[config.mk]
export PLATFORM = sky130hd
export DESIGN_NAME = sw_sram_arbiter
export DESIGN_NICKNAME = d
export VERILOG_FILES = /design/src/rtl/sw_sram_arbiter.sv
export SDC_FILE = /design/constraint.sdc
export NUM_CORES = 1
export LEC_CHECK = 0
export CORE_AREA = 2 2 318 320
export CTS_CLUSTER_SIZE = 20
export DETAILED_ROUTE_END_ITERATION = 8
export DIE_AREA = 0 0 320 322
export PLACE_DENSITY = 0.31
export SYNTH_ARGS = -nofsm -noshare
export SYNTH_HDL_FRONTEND = slang
export SYNTH_SLANG_ARGS = --single-unit
[constraint.sdc]
create_clock -name clk -period 2.5 [get_ports clk]
set_input_delay 0.375 -clock clk [delete_from_list [all_inputs] [get_ports clk]]
set_output_delay 0.375 -clock clk [all_outputs]
set_load 0.005 [all_outputs]
[src/rtl/sw_sram_arbiter.sv]
// sw_sram_arbiter: shares one single-port score/sequence SRAM between the
// sequence loader (port 0) and the PE-array fetch/writeback path (port 1).
// Round-robin arbitration with a bounded burst lock; read data is returned
// one cycle after the grant, tagged to the port that issued the read.
module sw_sram_arbiter #(
    parameter int WORD_WIDTH = 128,
    parameter int ADDR_WIDTH = 11,
    parameter int MAX_BURST  = 8
) (
    input  logic                  clk,
    input  logic                  rst,
    input  logic                  p0_req,
    input  logic                  p0_we,
    input  logic                  p0_lock,
    input  logic [ADDR_WIDTH-1:0] p0_addr,
    input  logic [WORD_WIDTH-1:0] p0_wdata,
    output logic                  p0_gnt,
    output logic                  p0_rvalid,
    output logic [WORD_WIDTH-1:0] p0_rdata,
    input  logic                  p1_req,
    input  logic                  p1_we,
    input  logic                  p1_lock,
    input  logic [ADDR_WIDTH-1:0] p1_addr,
    input  logic [WORD_WIDTH-1:0] p1_wdata,
    output logic                  p1_gnt,
    output logic                  p1_rvalid,
    output logic [WORD_WIDTH-1:0] p1_rdata,
    output logic                  sram_cen,
    output logic                  sram_wen,
    output logic [ADDR_WIDTH-1:0] sram_addr,
    output logic [WORD_WIDTH-1:0] sram_d,
    input  logic [WORD_WIDTH-1:0] sram_q
);

    localparam int CNT_W = $clog2(MAX_BURST + 1);
    localparam logic [CNT_W-1:0] CNT_MAX = CNT_W'(MAX_BURST);
    localparam logic [CNT_W-1:0] CNT_ONE = CNT_W'(1);

    // Registered arbitration and read-return state
    logic             prio;
    logic             owner;
    logic [CNT_W-1:0] burst_cnt;
    logic             rd_pend;
    logic             rd_port;

    // Next-state values
    logic             prio_n;
    logic             owner_n;
    logic [CNT_W-1:0] burst_cnt_n;
    logic             rd_pend_n;
    logic             rd_port_n;

    // Combinational grant decision
    logic gnt0;
    logic gnt1;
    logic any_gnt;
    logic win;
    logic win_we;
    logic owner_lock;
    logic lock_hold;

    // Grant decision: a lone requester always wins; on contention the locked
    // owner keeps the port until its burst budget runs out, otherwise prio wins.
    // Nothing is granted while reset is held.
    always_comb begin
        gnt0       = 1'b0;
        gnt1       = 1'b0;
        owner_lock = owner ? p1_lock : p0_lock;
        lock_hold  = owner_lock && (burst_cnt < CNT_MAX);
        if (!rst) begin
            if (p0_req && p1_req) begin
                if (lock_hold) begin
                    gnt0 = ~owner;
                    gnt1 = owner;
                end else begin
                    gnt0 = ~prio;
                    gnt1 = prio;
                end
            end else begin
                gnt0 = p0_req;
                gnt1 = p1_req;
            end
        end
        any_gnt = gnt0 | gnt1;
        win     = gnt1;
        win_we  = gnt1 ? p1_we : p0_we;
    end

    // Next-state: a nonzero burst_cnt doubles as "granted last cycle", since
    // it is cleared by reset and by every idle cycle.
    always_comb begin
        prio_n      = prio;
        owner_n     = owner;
        burst_cnt_n = burst_cnt;
        rd_pend_n   = 1'b0;
        rd_port_n   = rd_port;
        if (any_gnt) begin
            owner_n = win;
            prio_n  = ~win;
            if ((win == owner) && (burst_cnt != '0)) begin
                burst_cnt_n = (burst_cnt == CNT_MAX) ? burst_cnt : burst_cnt + CNT_ONE;
            end else begin
                burst_cnt_n = CNT_ONE;
            end
            if (!win_we) begin
                rd_pend_n = 1'b1;
                rd_port_n = win;
            end
        end else begin
            burst_cnt_n = '0;
        end
    end

    // State register with synchronous reset
    always_ff @(posedge clk) begin
        if (rst) begin
            prio      <= 1'b0;
            owner     <= 1'b0;
            burst_cnt <= '0;
            rd_pend   <= 1'b0;
            rd_port   <= 1'b0;
        end else begin
            prio      <= prio_n;
            owner     <= owner_n;
            burst_cnt <= burst_cnt_n;
            rd_pend   <= rd_pend_n;
            rd_port   <= rd_port_n;
        end
    end

    // SRAM pin drive: winner's request when granted, idle values otherwise
    always_comb begin
        sram_cen  = 1'b1;
        sram_wen  = 1'b1;
        sram_addr = '0;
        sram_d    = '0;
        if (gnt0) begin
            sram_cen  = 1'b0;
            sram_wen  = ~p0_we;
            sram_addr = p0_addr;
            sram_d    = p0_wdata;
        end else if (gnt1) begin
            sram_cen  = 1'b0;
            sram_wen  = ~p1_we;
            sram_addr = p1_addr;
            sram_d    = p1_wdata;
        end
    end

    // Read return: the pending read is steered to its issuer; reset held in
    // the return cycle suppresses the response.
    always_comb begin
        p0_gnt    = gnt0;
        p1_gnt    = gnt1;
        p0_rvalid = rd_pend && !rst && (rd_port == 1'b0);
        p1_rvalid = rd_pend && !rst && (rd_port == 1'b1);
        p0_rdata  = p0_rvalid ? sram_q : '0;
        p1_rdata  = p1_rvalid ? sram_q : '0;
    end

endmodule

==> results of run 1 <==
[stage by stage]
step                      std cells  hold WS, ns
final                          2708        0.516
after CTS                      2667        0.515
after global routing           2693        0.552
after global placement         2616        0.511
after detailed placement       2616        0.513
after floorplan                 516        0.463
[sequential cells by signal (all words and copies together) (netlist names)]
signal / flops
burst_cnt: 4
rd_pend: 1
rd_port: 1
owner: 1
prio: 1
[final timing paths]
kind | startpoint | to | slack (ns) | cells past startpoint
hold / removal | prio | prio | 0.52 | 2
setup / recovery | burst_cnt[3] | sram_d[13] | -0.07 | 10
setup reg to reg | burst_cnt[3] | burst_cnt[2] | 0.90 | 7
hold reg to reg | prio | prio | 0.52 | 2
[power breakdown]
group / internal, mW / switching (mW)
Clock: 0.206 / 0.0625
Sequential: 0.134 / 0.00661
Combinational: 1.41 / 0.922
Total: 1.75 / 0.991
[synth_stat cells (2+ instances only)]
cell	count	area [um2]
nor2b_1	3	18.8
nand2_1	3	11.3
buf_4	9	67.6
o21ai_0	5	25.0
clkbuf_1	38	143
and3_1	2	12.5
dfxtp_1	8	160
buf_2	14	70.1
inv_1	7	26.3
o32ai_1	2	17.5
nand2b_1	3	18.8
ha_1	2	25.0
a311oi_1	2	17.5
a22o_1	139	1220
and2_1	258	1610
a21oi_1	4	20.0
[worst reg2reg max path, cell delays in order, from the launching register on]
cell,delay [ns]
dfxtp_4,0.36
nor2b_4,0.14
buf_6,0.11
o31ai_4,0.08
buf_4,0.14
buf_4,0.13
o31ai_1,0.38
nor2b_1,0.20
[area by class of cell]
cell class / count / area (um2) / share of cell area
repair inverters: 1 / 11.3 / 0.000718
diodes: 15 / 37.5 / 0.00239
well taps: 1298 / 1620 / 0.104
flip-flops and latches: 8 / 165 / 0.0105
inverters: 8 / 43.8 / 0.00279
multi-input cells: 439 / 3680 / 0.235
clock buffers: 3 / 75.1 / 0.00479
repair buffers: 936 / 10000 / 0.640
[kinds of logic (layout without fill, tap and decap cells)]
group	count (synthesis)	count (layout)	share of synthesized area
buffers and inverters	69	948	0.0861
other	0	15	0
AOI/OAI and AO/OA	161	161	0.384
muxes	1	1	0.00278
and+or+nand+nor	274	274	0.473
adders and majority gates	2	2	0.00695
xor gates and xnor gates	1	1	0.00243
DFF	8	8	0.0445
[metal layers]
| layer | vias up | wire length [um] | track usage |
|---|---|---|---|
| met5 | - | 251 | 0 |
| met4 | 38 | 570 | 0.00668 |
| met3 | 81 | 7020 | 0.0499 |
| met2 | 531 | 36700 | 0.235 |
| met1 | 3962 | 36200 | 0.191 |
| li1 | 3607 | - | - |
[repair_timing]
item | in CTS | in global routing
pin swaps | 20 | 59
cloned | 13 | 7
gates resized for setup | 358 | 148
setup endpoints to repair | 396 | 187
buffers inserted | 36 | 21
==> metrics.txt, run 1 <==
status finished, violations left; failing checks setup timing; max-capacitance violation count 0; PnR Total Power 2.74 mW; Worst Clk Skew 0.00277 ns; commonest non-fill, non-tap cells in the layout 640 x clkdlybuf4s50_1, 254 x and2_1, 83 x a22o_1; Die Span X 320 um; total vias in the final route 8219; Post-synth EDFFs 0; fillcell total 11300; H-tree Lvls 1; max-slew violations 0; CP Capture Type output port; final wirelength 80700 um; Required @ worst endpoint 2.12 ns; WL per Instance 29.8 um; Die Area 0.103 mm2; Hold Buf Count CTS 0; Starting Density 0.0362; sequential-to-total area share from yosys stat 0.0445; Tcrit/Tclk final 1.03; vias in the first global route 8547; fmax 0.389 GHz; FP Rows 116; HPWL Detailed 67400 um; Worst setup SP type flop; Netlist Area Pre-Place 0.00360 mm2; number of DRC markers in iteration 0 385; final hold violations 0; asr flop ratio synth 0; Layout Utilization 0.157; dominant synthesized flop cell dfxtp_1; crit path max-delay cell type dfxtp_4; Syn-to-layout area delta 335%; Setup CP Type flop to output port; number of port buffers 814; io pins 815; Layout Nets 1813; share of cells above drive strength 1 0.223; Yosys cell types 33; CTS tree built; Yosys reg bits 8; RePlAce Congestion 0.853; clock buffer depth 2; setup TNS -0.971 ns; Synth Area per Inst 6.98 um2; Die H 322 um; Power Dens Cells 175 mW/mm2; critical path, cell by cell nor2b_4 -> nand2b_4 -> a311o_1 -> bufinv_8 -> buf_6 -> buf_8 -> buf_12 -> buf_12 -> a22o_4 -> buf_12; clock period minus worst slack 2.57 ns; Post-route DRC 0; Clk Tree Root Cell clkbuf_16; Post-Synthesis Cells 516; Final WS setup -0.0727 ns; ANT nets after route 0; Max VDD drop 0.000113 V; commonest non-fill, non-tap cell in the layout clkdlybuf4s50_1; initial antenna violation count 46; critical path arrival 2.20 ns; Critical path buffers and inverters 6; total track usage 0.144; P_leak 6.49 nW; first-pass GRT wire length 97100 um; Worst-Skew Late Latency 0.23 ns; Crit path max-delay family buffers and inverters; largest net degree at the start of global routing 47; Clock transition at path regs 0.04 ns; vias per std cell 3.04; clk sinks 8; Finished Cell Area 0.0157 mm2; DRT Pass-1 Iters 4; worst-path maximum fanout 7; Rel. slew slack 0.701; Hold Crit Class flop to flop; # setup viols final 31; CTS buffer count 3; cell mode on critical path buf_12; RSZ-0062 raised after global routing true; total congestion overflow 0; Net Count, Synth 932; core area 0.0996 mm2; warnings from Yosys 0; Worst-Margin Slew 0.445 ns; Place WS -0.774 ns; critical path's largest stage delay 0.36 ns; placed inst area 0.0138 mm2
Power figures use the tool's default switching activity.
==> inputs of run 2 (changes only) <==
--- a/config.mk
+++ b/config.mk
@@ -5,10 +5,11 @@
 export SDC_FILE = /design/constraint.sdc
 export NUM_CORES = 1
 export LEC_CHECK = 0
-export CORE_AREA = 2 2 318 320
+export ABC_AREA = 1
+export CORE_AREA = 2 2 316 318
 export CTS_CLUSTER_SIZE = 20
 export DETAILED_ROUTE_END_ITERATION = 8
-export DIE_AREA = 0 0 320 322
+export DIE_AREA = 0 0 318 320
 export PLACE_DENSITY = 0.31
 export SYNTH_ARGS = -nofsm -noshare
 export SYNTH_HDL_FRONTEND = slang
==> metrics.txt, run 2 <==
Clk Tree Root Cell clkbuf_16; status completed; Finished Layout Cells 3086; fmax 0.407 GHz; met3 usage 0.0545; Rel. slew slack 0.755; final wirelength 72100 um; top cells by count, synth 431 x nand2_1, 261 x nor2_1, 144 x inv_1; total vias in the final route 9057; GR Util met2 0.216; Worst-Skew Late Latency 0.23 ns; CTS tree built; Synth area leader nand2_1; met1 usage 0.169; Post-synth EDFFs 0; Die H 320 um; clock buffer depth 2; placed cells 3038; Yosys reg bits 8; CP Capture Type output port; CTS buffer count 3; first-pass GRT wire length 91400 um; Crit path max-delay family buffers and inverters; total congestion overflow 0; sequential-to-total area share from yosys stat 0.0426; most flop-heavy register burst_cnt; P_leak 7.95 nW; Hold Buf Count CTS 0; largest net degree at the start of global routing 34; most numerous cell in the Yosys netlist nand2_1; Post-route DRC 0; register area 163 um2; Layout Nets 2211; gr busiest metal met2; H-tree Lvls 1; Die Span X 318 um; commonest non-fill, non-tap cells in the layout 594 x clkdlybuf4s50_1, 399 x nand2_1, 246 x nor2_1; PnR Total Power 2.59 mW; number of port buffers 814; cell mode on critical path buf_6; Critical path buffers and inverters 6; io pins 815; Power Dens Cells 174 mW/mm2; clock period minus worst slack 2.45 ns; Hold Crit Class flop to flop; RSZ-0062 raised after global routing true; critical path, cell by cell dlygate4sd2_1 -> buf_6 -> nor3_4 -> buf_6 -> inv_12 -> buf_12 -> nor2_1 -> clkdlybuf4s50_1; Starting Density 0.0384; max-capacitance violation count 0; vias per std cell 2.93; # setup viols final 0; clk sinks 8; vias in the first global route 9337; Synth Area per Inst 4.05 um2; Finished Cell Area 0.0149 mm2; crit path max-delay cell type clkdlybuf4s50_1; dominant synthesized flop cell dfxtp_1; HPWL Detailed 66400 um; Multi-input gate area 0.00292 mm2; area share of the largest cell type after synthesis 0.430; Die Area 0.102 mm2; Netlist Area Pre-Place 0.00376 mm2; DRT Pass-1 Iters 5; commonest non-fill, non-tap cell in the layout clkdlybuf4s50_1; number of flip-flops in the largest register 4; ANT nets after route 0; critical path's largest stage delay 0.51 ns; asr flop ratio synth 0; Max VDD drop 0.000184 V; Yosys cell types 21; RePlAce Congestion 0.876; share of cells above drive strength 1 0.146; WL per Instance 23.4 um; Clock transition at path regs 0.04 ns; number of DRC markers in iteration 0 334; Synth area leaders nand2_1 43%, nor2_1 26%, inv_1 14%, buf_2 6.1%, dfxtp_1 4.3%; max-slew violations 0; core area 0.0980 mm2; Worst-Margin Slew 0.367 ns; fillcell total 11400; initial antenna violation count 37; Setup CP Type input port to output port; critical path arrival 2.08 ns; Syn-to-layout area delta 296%; Worst Clk Skew 0.00109 ns; warnings from Yosys 0; Worst setup SP type input port; Required @ worst endpoint 2.12 ns; FP Rows 115; final hold violations 0; worst-path maximum fanout 33; placed inst area 0.0141 mm2; total track usage 0.133; Tcrit/Tclk final 0.982; Net Count, Synth 1345; Post-Synthesis Cells 929
run 2: cell types whose count changed after synthesis, sizes merged, moves of 4 or more:
cell,delta
buf,+25
nand2,+429
inv,+138
nor2,+260
nand3,+4
o21ai,-4
and2,-258
clkbuf,-27
a22o,-139
run 2: worst paths after layout:
kind	cells past startpoint	slack [ns]	endpoint	start
max	8	0.05	p0_rdata[101]	rst
min	2	0.52	rd_port	rd_port
max reg2reg	9	1.05	rd_port	burst_cnt[3]
min reg2reg	2	0.52	rd_port	rd_port
run 2: logic make-up (layout without fill, tap and decap cells):
logic type,after synthesis,after routing,share of synthesized area
flops,8,8,0.0426
buf+inv,205,1069,0.222
simple gates,704,704,0.708
compound gates,7,7,0.0143
fa+ha+maj,2,2,0.00665
xor+xnor,3,3,0.00698
other cells,0,6,0
run 2: area by class of cell:
class / instances / area share
multi-input combinational: 716 / 0.196
tap: 1287 / 0.108
timing repair buffer: 920 / 0.641
antenna: 6 / 0.00101
inverter: 146 / 0.0388
sequential: 8 / 0.0109
clock buffer: 3 / 0.00504
run 2: report_power, final:
group	leakage, nW	switching (mW)	total (mW)	internal, mW
combinational	7.85	0.973	2.18	1.21
sequential	0.0665	0.00667	0.142	0.136
clock	0.0370	0.0598	0.266	0.206
total	7.95	1.04	2.59	1.55
run 2: what timing repair did:
action	CTS	global route
endpoints found under the setup margin	397	203
cloned	7	3
gates resized for setup	329	118
pin swaps	9	5
setup buffers	22	9
endpoints found under the hold margin	0	0
run 2: metrics by stage:
stage               hold WS [ns]  worst slack, ns  TNS (ns)  utilization
finish                     0.515           0.0452         0        0.152
global route               0.546          -0.0241   -0.0849        0.152
CTS                        0.513          -0.0766     -1.07        0.150
detailed placement         0.483           -0.628   -141.97        0.143
global placement           0.469           -0.753   -156.77        0.143
floorplan                  0.454            0.759         0            -
run 2: metal layers:
metal | part of all wire | vias up
li1 | - | 4354
met1 | 0.45 | 4099
met2 | 0.45 | 516
met3 | 0.092 | 66
met4 | 0.0086 | 22
met5 | 0.0019 | -
run 2: worst reg2reg max path: stages (launching register included):
cell and delay (ns):
dfxtp_2 0.32, inv_4 0.07, nand2_1 0.06, nand2_1 0.07, nand2_1 0.06, nand2_2 0.11, nand2_2 0.11, buf_4 0.16
or2_2 0.28, a21oi_1 0.14
